## config.mk

```make
export PLATFORM = sky130hd
export DESIGN_NAME = piso_serializer
export DESIGN_NICKNAME = d
export VERILOG_FILES = /design/src/rtl/piso_pkg.sv /design/src/rtl/piso_serializer_bit_period_counter.sv /design/src/rtl/piso_serializer.sv
export SDC_FILE = /design/constraint.sdc
export NUM_CORES = 1
export LEC_CHECK = 0
export ABC_AREA = 1
export BUFFER_PORTS_ARGS = -buffer_cell sky130_fd_sc_hd__buf_2
export CELL_PAD_IN_SITES_DETAIL_PLACEMENT = 1
export CELL_PAD_IN_SITES_GLOBAL_PLACEMENT = 1
export CORE_MARGIN = 4
export CORE_UTILIZATION = 38
export CTS_CLUSTER_SIZE = 12
export DETAILED_ROUTE_END_ITERATION = 8
export PLACE_DENSITY = 0.85
export SYNTH_ARGS = -nofsm -noshare
export SYNTH_HDL_FRONTEND = slang
export SYNTH_SLANG_ARGS = --single-unit
```

## constraint.sdc

```tcl
create_clock -name clk -period 1.8 [get_ports clk]
set_input_delay 0.09 -clock clk [delete_from_list [all_inputs] [get_ports clk]]
set_output_delay 0.09 -clock clk [all_outputs]
set_load 0.005 [all_outputs]
```

## src/rtl/piso_pkg.sv

```systemverilog
// rtl/piso_pkg.sv - shared types and helpers for the parallel-in/serial-out transmitter
package piso_pkg;

  typedef enum logic {IDLE, SHIFT} piso_state_t;

  // Counter width with a floor of one bit so DIV=1 still yields a legal vector.
  function automatic int cnt_width(input int n);
    return (n < 2) ? 1 : $clog2(n);
  endfunction

endpackage

```

## src/rtl/piso_serializer_bit_period_counter.sv

```systemverilog
// rtl/piso_serializer_bit_period_counter.sv - counts clock cycles within one bit period
module bit_period_counter
  import piso_pkg::*;
#(
  parameter int DIV = 1
) (
  input  logic clk,
  input  logic reset_n,
  input  logic en,
  input  logic clr,
  output logic tick
);

  localparam int CW = cnt_width(DIV);

  logic [CW-1:0] count;

  always_ff @(posedge clk or negedge reset_n) begin
    if (!reset_n) begin
      count <= '0;
    end else if (DIV == 1 || clr) begin
      count <= '0;
    end else if (en) begin
      count <= tick ? '0 : count + 1'b1;
    end
  end

  assign tick = (count == CW'(DIV - 1));

endmodule

```

## src/rtl/piso_serializer.sv

```systemverilog
// rtl/piso_serializer.sv - parallel word in, one qualified serial bit per bit period out
module piso_serializer
  import piso_pkg::*;
#(
  parameter int WIDTH     = 8,
  parameter int DIV       = 1,
  parameter bit MSB_FIRST = 1'b1
) (
  input  logic             clk,
  input  logic             reset_n,
  input  logic [WIDTH-1:0] tx_data,
  input  logic             tx_valid,
  output logic             tx_ready,
  output logic             ser_data,
  output logic             ser_shift_enable,
  output logic             busy,
  output logic             frame_done
);

  localparam int BCW = $clog2(WIDTH);

  piso_state_t      state;
  logic [WIDTH-1:0] shift_reg;
  logic [BCW-1:0]   bit_cnt;
  logic             tick;
  logic             last_bit;
  logic             load;

  bit_period_counter #(.DIV(DIV)) u_bit_period_counter (
    .clk     (clk),
    .reset_n (reset_n),
    .en      (busy),
    .clr     (load),
    .tick    (tick)
  );

  assign busy             = (state == SHIFT);
  assign ser_shift_enable = busy && tick;
  assign last_bit         = ser_shift_enable && (bit_cnt == BCW'(WIDTH - 1));
  // Ready opens in the final cycle of the final bit so streaming words leave no gap.
  assign tx_ready         = (state == IDLE) || last_bit;
  assign load             = tx_valid && tx_ready;
  assign ser_data         = MSB_FIRST ? shift_reg[WIDTH-1] : shift_reg[0];

  always_ff @(posedge clk or negedge reset_n) begin
    if (!reset_n) begin
      state      <= IDLE;
      shift_reg  <= '0;
      bit_cnt    <= '0;
      frame_done <= 1'b0;
    end else begin
      frame_done <= last_bit;
      if (load) begin
        shift_reg <= tx_data;
        bit_cnt   <= '0;
        state     <= SHIFT;
      end else if (ser_shift_enable) begin
        shift_reg <= MSB_FIRST ? {shift_reg[WIDTH-2:0], 1'b0} : {1'b0, shift_reg[WIDTH-1:1]};
        if (last_bit) begin
          bit_cnt <= '0;
          state   <= IDLE;
        end else begin
          bit_cnt <= bit_cnt + 1'b1;
        end
      end
    end
  end

endmodule

```

==> results.toml <==
[critical_path]
path_max_fanout = 12
crit_family = "flip-flops"
critPathRequiredTime_ps = 1710
r2r_start = "bit_cnt[0]"
rrSetupSlack_ps = 230
cp.arrival_ps = 1610
cpMaxStageDelayCell = "dfrtp_1"
crit_path_end_kind = "primary output"
r2r-end = "bit_cnt[1]"
critPathKind = "reg -> out"
worstPathCellList = "ha_1, ha_1, inv_1, nand2_2, buf_2"
path_common_cell = "ha_1"
startpoint_type = "register"
r2r_cells = 7
max_stage_delay_ps = 420
cp_num_buf_inv = 2

[logic_synthesis]
synth.ff_latch_count = 13
synth_top_area_frac = 0.4483
synthFlopType = "dfrtp_1"
ys_top_cells_by_count = "nand2_1, dfrtp_1, nand3_2, inv_1, nor2_1"
async_flop_share = 1.000
syn_avg_cell_area_sq_um = 9.071
syn_nets = 93
synth_area_sq_um = 725.7
synth_area_leaders = "dfrtp_1, nand3_2, nand2_1"
synthCells = 80
synth_warnings = 0
synth_top_cell_by_area = "dfrtp_1"
ys_seq_area_frac = 0.4483
synth_most_common_cell = "nand2_1"
synth_edf_count = 0
synth.distinct_cells = 13

[clock_tree]
cts-root-buf = "clkbuf_4"
insertion_delay_ps = 280
h-tree-depth = 1
cts_resized = 0
hold_buffers = 1
cts_made_buffers = 3
clock_path_buffers = 2
clock-sinks = 13
clkTransAtPathRegs_ps = 80
cts_tree = "done"
cts_setup_buffers = 0

[placement]
dpl-instance-area_sq_um = 790.8
place.gp.congestion = 0.7333
port_buffers = 15
dp_hpwl_microns = 1195
place_ws_ps = 242.3

[pwr]
peakVddDrop_mv = 0.8143
leakage_nw = 0.4381
p_per_area_nw_per_um2 = 1306

[sta]
setup_ws_ps = 102.8
rsz0062_at_grt = "no"
max_slew_margin = 0.7510
max_clock_freq_ghz = 0.5892
finalHoldViolCount = 0
fin_crit_ps = 1697
fin_worst_skew_ps = 0.5093
setup_tns_ps = 0
setup_viol = 0
tightest_slew_ps = 372.6
fin_crit_sh = 0.9429
drv_slew = 0

[worst_hold_path]
hold_end = "shift_reg[4]"
min_path_type = "in -> reg"
hold_depth = 3
hold_start = "tx_data[4]"

[global_route]
grt_max_degree = 18
grt_util_all_layers = 0.1436
grt_pass1_wl_microns = 2711
antenna_found_initial = 0
grt_overflow = 0
grt_pass1_vias = 618

[finish]
stdcell_area_sq_um = 827.0
nets = 110
largest_reg_flops = 8
drive_gt1_frac = 0.3646
syn_to_final_growth_pct = 13.97
diodes = 0

[route]
routed_wl_microns = 1590
drtPass1Iterations = 4
num_vias = 566
wl_per_cell_microns = 13.14
drc = 0
avgViaCountPerCell = 4.678
final_antenna_net_count = 0
drt-initial-drc-count = 3

[floorplanning]
core.rowCount = 15
die_w_microns = 51.70
dieArea_sq_um = 2673
die_h_microns = 51.70
core_sq_um = 1764
ios = 16
start_util = 0.4113

[status]
status = "finished clean"

[flow_run]
maxCapViolCount = 0
## cell type report
type                            count  area, sq um
Fill cell                         236        937.1
Clock buffer                        4        26.28
Tap cell                           25        31.28
Multi-Input combinational cell     52        317.8
Sequential cell                    13        325.3
Timing Repair Buffer               16        85.08
Inverter                           11        41.29
## worst max-delay path by stage
| stage | slack (ps) | start | end | cells after the start |
|---|---|---|---|---|
| after global placement | 320 | bit_cnt[0] | bit_cnt[1] | 7 |
| after floorplan | 500 | bit_cnt[0] | shift_reg[2] | 7 |
| after global routing | 10 | bit_cnt[0] | tx_ready | 5 |
| after detailed placement | 240 | bit_cnt[0] | bit_cnt[1] | 7 |
| after CTS | 90 | bit_cnt[0] | tx_ready | 5 |
| final | 100 | bit_cnt[0] | tx_ready | 5 |
## where the power goes
| group | internal (W) | switching, W |
|---|---|---|
| Combinational | 0.000168 | 0.000257 |
| Sequential | 0.000398 | 0.0000720 |
| Clock | 0.0000860 | 0.0000981 |
| Total | 0.000653 | 0.000427 |
## cell families after synthesis
logic type,Yosys count,share of synthesized area
AND/OR/NAND/NOR,48,0.3845
buffers and inverters,15,0.1138
flip-flops,13,0.4483
AO/OA/AOI/OAI,2,0.01896
adder cells (fa/ha/maj),2,0.03448
## cells in the final DEF, fill, tap and decap left out, drive strengths merged
cell type and count:
buf 15, clkbuf 4, dfrtp 13, dlygate4sd3 1
ha 2, inv 11, nand2 24, nand3 17
nor2 7, o21ai 2
## through the flow
step | instances | utilization | power, W | hold WS [ps]
detailed placement | 116 | 0.4482 | 0.0009107 | 0.5271
CTS | 121 | 0.4688 | 0.001100 | 53.89
global placement | 116 | 0.4482 | 0.0008716 | -4.080
finish | 121 | 0.4688 | 0.001080 | 59.65
global route | 121 | 0.4688 | 0.001185 | 52.36
floorplan | 80 | - | 0.0007977 | -205.6
## worst min-delay path, stage by stage
cell     delay [ps]
buf_2            80
nand3_2          70
nand3_2          60
## per-layer routing
metal / global-route usage / share of wire
met4: 0.1092 / 0.027
met3: 0.03725 / 0.048
met5: 0 / 0
met1: 0.1541 / 0.43
met2: 0.2394 / 0.49
No activity file was read; power rests on OpenSTA's default activity.
